File: config.mk
export PLATFORM = sky130hd
export DESIGN_NAME = enemy_spawn_scheduler
export DESIGN_NICKNAME = d
export VERILOG_FILES = /design/src/rtl/enemy_spawn_scheduler.sv
export SDC_FILE = /design/constraint.sdc
export NUM_CORES = 1
export LEC_CHECK = 0
export ABC_AREA = 1
export BUFFER_PORTS_ARGS = -buffer_cell sky130_fd_sc_hd__buf_2
export CAP_MARGIN = 20
export CORE_ASPECT_RATIO = 0.6
export CORE_MARGIN = 5
export CORE_UTILIZATION = 50
export DETAILED_ROUTE_END_ITERATION = 7
export PLACE_DENSITY = 0.76
export REMOVE_ABC_BUFFERS = 1
export SLEW_MARGIN = 20
export SYNTH_ARGS = -nofsm -noshare
export SYNTH_HDL_FRONTEND = slang
export SYNTH_SLANG_ARGS = --single-unit
File: constraint.sdc
create_clock -name clk -period 2.24 [get_ports clk]
set_input_delay 0.448 -clock clk [delete_from_list [all_inputs] [get_ports clk]]
set_output_delay 0.448 -clock clk [all_outputs]
set_load 0.05 [all_outputs]
File: src/rtl/enemy_spawn_scheduler.sv
// Enemy spawn scheduler: one LFSR-reloaded spawn timer per slot, shared frame tick, one grant per tick,
// requests held until acknowledged. Define SPAWN_DIFFICULTY_EN to shorten reload intervals by `level`.

module enemy_spawn_slot #(
  parameter int               CNT_W   = 4,
  parameter logic [CNT_W-1:0] CNT_RST = '0
) (
  input  logic             clk,
  input  logic             rst,
  input  logic             gtick_i,
  input  logic             pause_i,
  input  logic             grant_i,
  input  logic             ack_i,
  input  logic             active_i,
  input  logic [CNT_W-1:0] reload_i,
  output logic             req_o,
  output logic             elig_o
);
  typedef enum logic [1:0] {ST_ARMED, ST_REQ, ST_IDLE} slot_st_e;

  slot_st_e         st_q, st_d;
  logic [CNT_W-1:0] cnt_q, cnt_d;

  always_ff @(posedge clk or posedge rst) begin
    if (rst) begin
      st_q  <= ST_ARMED;
      cnt_q <= CNT_RST;
    end else begin
      st_q  <= st_d;
      cnt_q <= cnt_d;
    end
  end

  // Ack beats a pause; a pause re-arms with cnt=0 so the slot competes again on resume.
  always_comb begin
    st_d  = st_q;
    cnt_d = cnt_q;
    case (st_q)
      ST_ARMED: begin
        if (grant_i) st_d = ST_REQ;
        else if (gtick_i && cnt_q != '0) cnt_d = cnt_q - CNT_W'(1);
      end
      ST_REQ: begin
        if (ack_i) st_d = ST_IDLE;
        else if (pause_i) begin
          st_d  = ST_ARMED;
          cnt_d = '0;
        end else if (active_i) st_d = ST_IDLE;
      end
      ST_IDLE: begin
        if (!active_i) begin
          st_d  = ST_ARMED;
          cnt_d = reload_i;
        end
      end
      default: st_d = ST_ARMED;
    endcase
  end

  assign req_o  = (st_q == ST_REQ);
  assign elig_o = (st_q == ST_ARMED) && (cnt_q == '0);
endmodule

module enemy_spawn_scheduler #(
  parameter int          NBR_ENEMIES = 8,
  parameter int          CNT_W       = 4,
  parameter int          GLOBAL_DIV  = 2,
  parameter logic [15:0] LFSR_SEED   = 16'hACE1,
  parameter logic [2:0]  PLAY_STATE  = 3'd1
) (
  input  logic                   clk,
  input  logic                   rst,
  input  logic                   enb,
  input  logic                   pixel_0_line_0,
  input  logic [2:0]             state,
  input  logic [1:0]             level,
  input  logic [NBR_ENEMIES-1:0] slot_active,
  input  logic [NBR_ENEMIES-1:0] spawn_ack,
  output logic [NBR_ENEMIES-1:0] spawn_req
);
  localparam int               DIV_W    = (GLOBAL_DIV > 1) ? $clog2(GLOBAL_DIV) : 1;
  localparam logic [DIV_W-1:0] DIV_LAST = DIV_W'(GLOBAL_DIV - 1);

  logic [15:0]                       lfsr_q, lfsr_d;
  logic [DIV_W-1:0]                  div_q, div_d;
  logic                              play, frame, gtick;
  logic [NBR_ENEMIES-1:0]            elig, grant;
  logic [NBR_ENEMIES-1:0][CNT_W-1:0] reload;

  assign play  = (state == PLAY_STATE);
  assign frame = enb & pixel_0_line_0 & play;
  assign gtick = frame & (div_q == DIV_LAST);

  always_comb begin
    lfsr_d = lfsr_q;
    div_d  = div_q;
    if (pixel_0_line_0)
      lfsr_d = {lfsr_q[14:0], lfsr_q[15] ^ lfsr_q[13] ^ lfsr_q[12] ^ lfsr_q[10]};
    if (frame)
      div_d = (div_q == DIV_LAST) ? '0 : div_q + DIV_W'(1);
  end

  always_ff @(posedge clk or posedge rst) begin
    if (rst) begin
      lfsr_q <= LFSR_SEED;
      div_q  <= '0;
    end else begin
      lfsr_q <= lfsr_d;
      div_q  <= div_d;
    end
  end

  // Lowest set bit of elig wins; the rest wait for the next tick.
  assign grant = gtick ? (elig & (~elig + NBR_ENEMIES'(1))) : '0;

  for (genvar i = 0; i < NBR_ENEMIES; i++) begin : g_slot
    localparam int OFF = i % (17 - CNT_W);
    logic [CNT_W-1:0] slice, base;

    assign slice = lfsr_q[OFF +: CNT_W];
    assign base  = (slice == '0) ? CNT_W'(1) : slice;
`ifdef SPAWN_DIFFICULTY_EN
    logic [CNT_W-1:0] scaled;
    assign scaled    = base >> level;
    assign reload[i] = (scaled == '0) ? CNT_W'(1) : scaled;
`else
    assign reload[i] = base;
`endif

    enemy_spawn_slot #(
      .CNT_W  (CNT_W),
      .CNT_RST(CNT_W'(2 * i + 1))
    ) u_slot (
      .clk     (clk),
      .rst     (rst),
      .gtick_i (gtick),
      .pause_i (~play),
      .grant_i (grant[i]),
      .ack_i   (spawn_ack[i]),
      .active_i(slot_active[i]),
      .reload_i(reload[i]),
      .req_o   (spawn_req[i]),
      .elig_o  (elig[i])
    );
  end

`ifndef SPAWN_DIFFICULTY_EN
  logic unused_level;
  assign unused_level = ^level;
`endif
endmodule

### Yosys cells after proc, flatten, opt, wreduce, memory -nomap -nowiden

Index checks and enable logic that the tools add are counted.

* multiplexer cells: 99
* add/sub/neg operators: 10
* equal/unequal tests: 73
* reductions and logical operators: 72
* bitwise logic cells: 8

Operator list (count)
* $mux 4: 41
* $pmux 4 s3: 8
* $mux 2: 40
* $ne 2x2->1 const B: 40
* $logic_not 4->1: 16
* $pmux 2 s3: 8
* $reduce_and 6->1: 8
* $ne 4x4->1 const B: 8
* $reduce_bool 4->1: 8
* $sub 4x1->4 const B: 8
* $reduce_and 3->1: 8
* $reduce_bool 3->1: 8
* $eq 2x1->1 const B: 8
* $eq 2x2->1 const B: 8
* $logic_and 1x1->1: 16
* $logic_not 2->1: 8
* $ne 2x1->1 const B: 8
* $add 8x1->8 const B: 1
* $and 8x8->8: 1
* $mux 8: 1
* $not 8->8: 1
* $and 1x1->1: 3
* $eq 3x1->1 const B: 1
* $xor 1x1->1: 3
* other kinds (2): 2

* logic and storage cells: 280
* bits in registers: 65
* output and inout bits: 8
* bits of input ports: 25

### Longest topological paths before layout

* depth after elaboration: 8
* mapped depth: 12
* mapped depth without buffers: 12

### Hierarchy

Synthesis repeated with hierarchy kept, for this count alone.

* cell total of the unflattened synthesis: 692
* area, all modules: 4946.0 um^2

By module, submodules not included
* enemy_spawn_slot (g_slot[3].u_slot ...): cells an instance 68, sequential area each 153.9 um^2, instances 3, area each 490.5 um^2
* enemy_spawn_slot (g_slot[1].u_slot ...): cells an instance 68, sequential area each 152.6 um^2, instances 3, area each 489.2 um^2
* enemy_spawn_scheduler: cells an instance 148, sequential area each 435.4 um^2, instances 1, area each 1027.2 um^2
* enemy_spawn_slot (g_slot[7].u_slot): cells an instance 68, sequential area each 155.1 um^2, instances 1, area each 491.7 um^2
* enemy_spawn_slot (g_slot[0].u_slot): cells an instance 68, sequential area each 151.4 um^2, instances 1, area each 488.0 um^2

### Least setup slack after synthesis

No wires, ideal clock.

* kind: register to register
* start: reg g_slot[0].u_slot.cnt_q[0]
* end: reg g_slot[7].u_slot.st_q[0]
* data required time: 2123 ps
* clock period less this slack: 1631 ps
* slack: 609 ps
* path buffers: 0
* setup time: 117 ps
* stages on the path, launching flop included: 13
* arrival: 1514 ps
* path through: dfstp_2 > inv_1 > ha_1 > nand2_1 > inv_1 > nand2_2 > nand2_1 > nor2_4 > nand3_1 > nand2_1 > nand2_1 > nand2_1 > nand2_1

* longest elaborated chain between the ends: 8

RTL lines
* start: declaration: line 22 `logic [CNT_W-1:0] cnt_q, cnt_d;`
* start signal: assignment: line 30 `cnt_q <= cnt_d;`
* $logic_not 4->1: line 61 `assign elig_o = (st_q == ST_ARMED) && (cnt_q == '0);`
* $logic_and 1x1->1: line 61
* $not 8->8: line 114 `assign grant = gtick ? (elig & (~elig + NBR_ENEMIES'(1))) : '0;`
* $add 8x1->8: line 114
* $and 8x8->8: line 114
* $mux 8: line 114
* $ne 2x2->1 (no line)
* $reduce_and 3->1 (no line)
* end signal: assignment: line 29 `st_q <= st_d;`
* end: declaration: line 21 `slot_st_e st_q, st_d;`

No other way between the ends.
A chain may end at the register's enable or synchronous reset.

### Worst setup path in the final report

Ends and elaborated chain as after synthesis.

==> metrics <==
port bufs=30; crit share post-route=0.899; final std cells w/o fill=748; Final nets=701; vias in the first global route=3,785; diode count=0; pwr dens=roughly 1500 nW/um2; Synthesis Warnings=0; global placement routability congestion=approximately 0.9; overall power=7.48 mW; Psw=3.34 mW; RSZ-0062 raised after global routing=no; CTS Hold Bufs=0; Startpoint Class=flop; CP endpoint kind=flop; post-synth top area share=0.202; final worst slack=0.227 ns; Post-Place Cells=732; hpwl dp=7.77 mm; LEAKAGE=2.63 nW; number of synthesized register bits=65; # rows=27; routed wire length=roughly 10 mm; I/O pin count=33; cells along the critical path=inv_1 -> ha_1 -> nand2_1 -> inv_1 -> nand2_2 -> nand2_1 -> nor2_4 -> nand3_1 -> nand2_1 -> nand2_1 -> nand2_1 -> nand2_1; Crit Path Max Fanout=6; Setup Crit Path Kind=reg -> reg; fin crit period=between 2 and 2.5 ns; Clock Latency Late Sink=about 0.33 ns; Detailed Routing Iterations Pass 1=5; CTS tree=built; Multi-input gate area=roughly 2500 um2; Die W=about 130 um; post-DR vias/cell=between 5 and 6; layout cells sized above 1=0.163; # resized after CTS=0; Worst Hold Class=in -> async; fill count=approximately 800; initial antenna violation count=0; clock sink count=65; die area=~11,000 um2; final max-slew violation count=0; Crit path largest cell delay=between 0.5 and 0.6 ns; H-tree depth=3; DRC errors left=0; hold_ws=0.183 ns; Clock Tree Buf Depth=2; Max Clock Freq=around 0.50 GHz; Critical Path RT=roughly 2.5 ns; Tot GR Track Use=0.190; CP arrival=~2.2 ns; clk slew on worst S/H paths=roughly 0.05 ns; Net Sw Frac=0.447; Area contributors post-synth=dfrtp_1, dfstp_2, ha_1; end-of-flow core utilization=0.568; synthesized instance count=594; DR vias=slightly below 4,000; placed inst area=roughly 4800 um2; Post-Synthesis Cell Area=4590 um2; Post-Syn Area per Cell=7.72 um2; register area share after synthesis=0.362; Int Power=approximately 4.1 mW; sequential share of power=0.283; first-pass GRT wire length=around 17 mm; Distinct cells, synth=37; TNS Setup=0 ns; status=finished, final reports clean; Worst Tran Pin Value=between 0.5 and 0.6 ns; wire per inst=between 10 and 15 um; Slew headroom=0.608; pre-CTS setup slack=around 0.24 ns; Core Region=between 9000 and 10,000 um2; cell type with the largest total area after synthesis=dfrtp_1; grt ovf=0; Inserted Clock Buffers=9; # setup viols final=0; Crit path top cell by count=nand2_1; Area growth, synth to finish=12.1%; largest net degree at the start of global routing=31; final hold vios=0; DIE HEIGHT=about 84 um; clk root buf=clkbuf_16; VDD IR-drop max=around 0.76 mV; 1st-iter DRT viols=roughly 260; setup repair bufs after CTS=0; Post-DRT Antenna Nets=0; post-route cell area=roughly 5100 um2; Slowest cell on crit path=dfstp_2; Initial Util=0.507; Register Area=around 1700 um2; Clk pwr share=0.196; Setup Skew=slightly above 0.005 ns; Comb pwr share=0.521; Max-Cap Viols=0
==> cell usage in the layout, fill, tap and decap left out, types with 3 or more instances in the layout <==
cell type / instances
dfrtp_1: 37
o21a_1: 3
nor3_1: 4
inv_1: 79
o22ai_1: 21
a21oi_1: 22
nand2_1: 151
nand3b_1: 6
clkbuf_16: 9
a31oi_1: 8
o21ai_0: 29
nand3_2: 3
xnor2_1: 7
buf_2: 30
dfstp_2: 28
clkbuf_1: 4
nand2_2: 11
nand3_1: 37
o21ai_1: 10
nor2_1: 50
buf_4: 4
xor2_1: 5
ha_1: 49
==> area by class of cell <==
cell class / count / share of cell area
clock buffers: 13 / 0.0467
clock inverters: 3 / 0.0127
inverters: 82 / 0.0599
multi-input cells: 434 / 0.491
flip-flops and latches: 65 / 0.323
well taps: 116 / 0.0282
repair buffers: 35 / 0.0389
==> cells in the mapped netlist <==
cell type and instances:
nand2_1 151, inv_1 80, nor2_1 50, ha_1 49
dfrtp_1 37, nand3_1 37, o21ai_0 29, dfstp_2 28
a21oi_1 22, o22ai_1 21, nand2_2 11, o21ai_1 10
a31oi_1 8, buf_4 8, xnor2_1 7, nand3b_1 6
xor2_1 5, nor3_1 4, nand3_2 3, o21a_1 3
buf_6 2, clkbuf_1 2, nand4_1 2, nor2_4 2
nor3_4 2, o21ai_2 2, o21ai_4 2, or2_2 2
a21boi_0 1, a21boi_1 1, a21o_1 1, buf_2 1
clkinv_1 1, inv_2 1, nand3b_4 1, nor3_2 1
o22a_1 1
==> path summary, 6_finish.rpt <==
path	start	endpoint	slack (ns)	cells past startpoint
max	g_slot[0].u_slot.cnt_q[0]$_DFFE_PP1P_	g_slot[7].u_slot.st_q[0]$_DFFE_PP0P_	0.23	12
min	rst	g_slot[0].u_slot.st_q[1]$_DFFE_PP0P_	0.18	2
max reg2reg	g_slot[0].u_slot.cnt_q[0]$_DFFE_PP1P_	g_slot[7].u_slot.st_q[0]$_DFFE_PP0P_	0.23	12
min reg2reg	g_slot[7].u_slot.cnt_q[1]$_DFFE_PP1P_	g_slot[7].u_slot.cnt_q[1]$_DFFE_PP1P_	0.47	2
max in group asynchronous	rst	g_slot[2].u_slot.cnt_q[0]$_DFFE_PP1P_	1.41	3
min in group clk	g_slot[7].u_slot.cnt_q[1]$_DFFE_PP1P_	g_slot[7].u_slot.cnt_q[1]$_DFFE_PP1P_	0.47	2
==> state kept, by name, summed over array words and instances, names as in the netlist <==
name,count
g_slot.u_slot.cnt_q,32
g_slot.u_slot.st_q,16
lfsr_q,16
div_q,1
==> layer usage <==
layer,track usage,share of wire,vias up
met2,0.282,0.42,94
met3,0.0557,0.053,18
met5,0,0,-
met1,0.269,0.51,1842
met4,0.0570,0.017,0
li1,-,-,1984
==> worst max-delay path: cells and delay by family (launching register included) <==
family	cells	cell delay, ns
buffers and inverters	2	0.11
AND/OR/NAND/NOR	9	1.06
flip-flops	1	0.54
adder cells (fa/ha/maj)	1	0.20
==> kinds of logic (layout without fill, tap and decap cells) <==
kind of cell,count (synthesis),in the layout,synth area share
and+or+nand+nor,272,272,0.265
DFF,65,65,0.362
adders and majority gates,49,49,0.134
AOI/OAI and AO/OA,101,101,0.129
buffers and inverters,95,133,0.0878
xor gates and xnor gates,12,12,0.0229
==> power by group through the flow <==
| stage | Clock [mW] | Combinational (mW) | Sequential [mW] |
|---|---|---|---|
| floorplan | 0 | 3.10 | 2.03 |
| global placement | 0 | 3.68 | 2.09 |
| detailed placement | 0 | 3.83 | 2.12 |
| CTS | 1.50 | 3.86 | 2.11 |
| global route | 1.56 | 4.39 | 2.18 |
| finish | 1.47 | 3.89 | 2.11 |
Power figures use the tool's default switching activity.
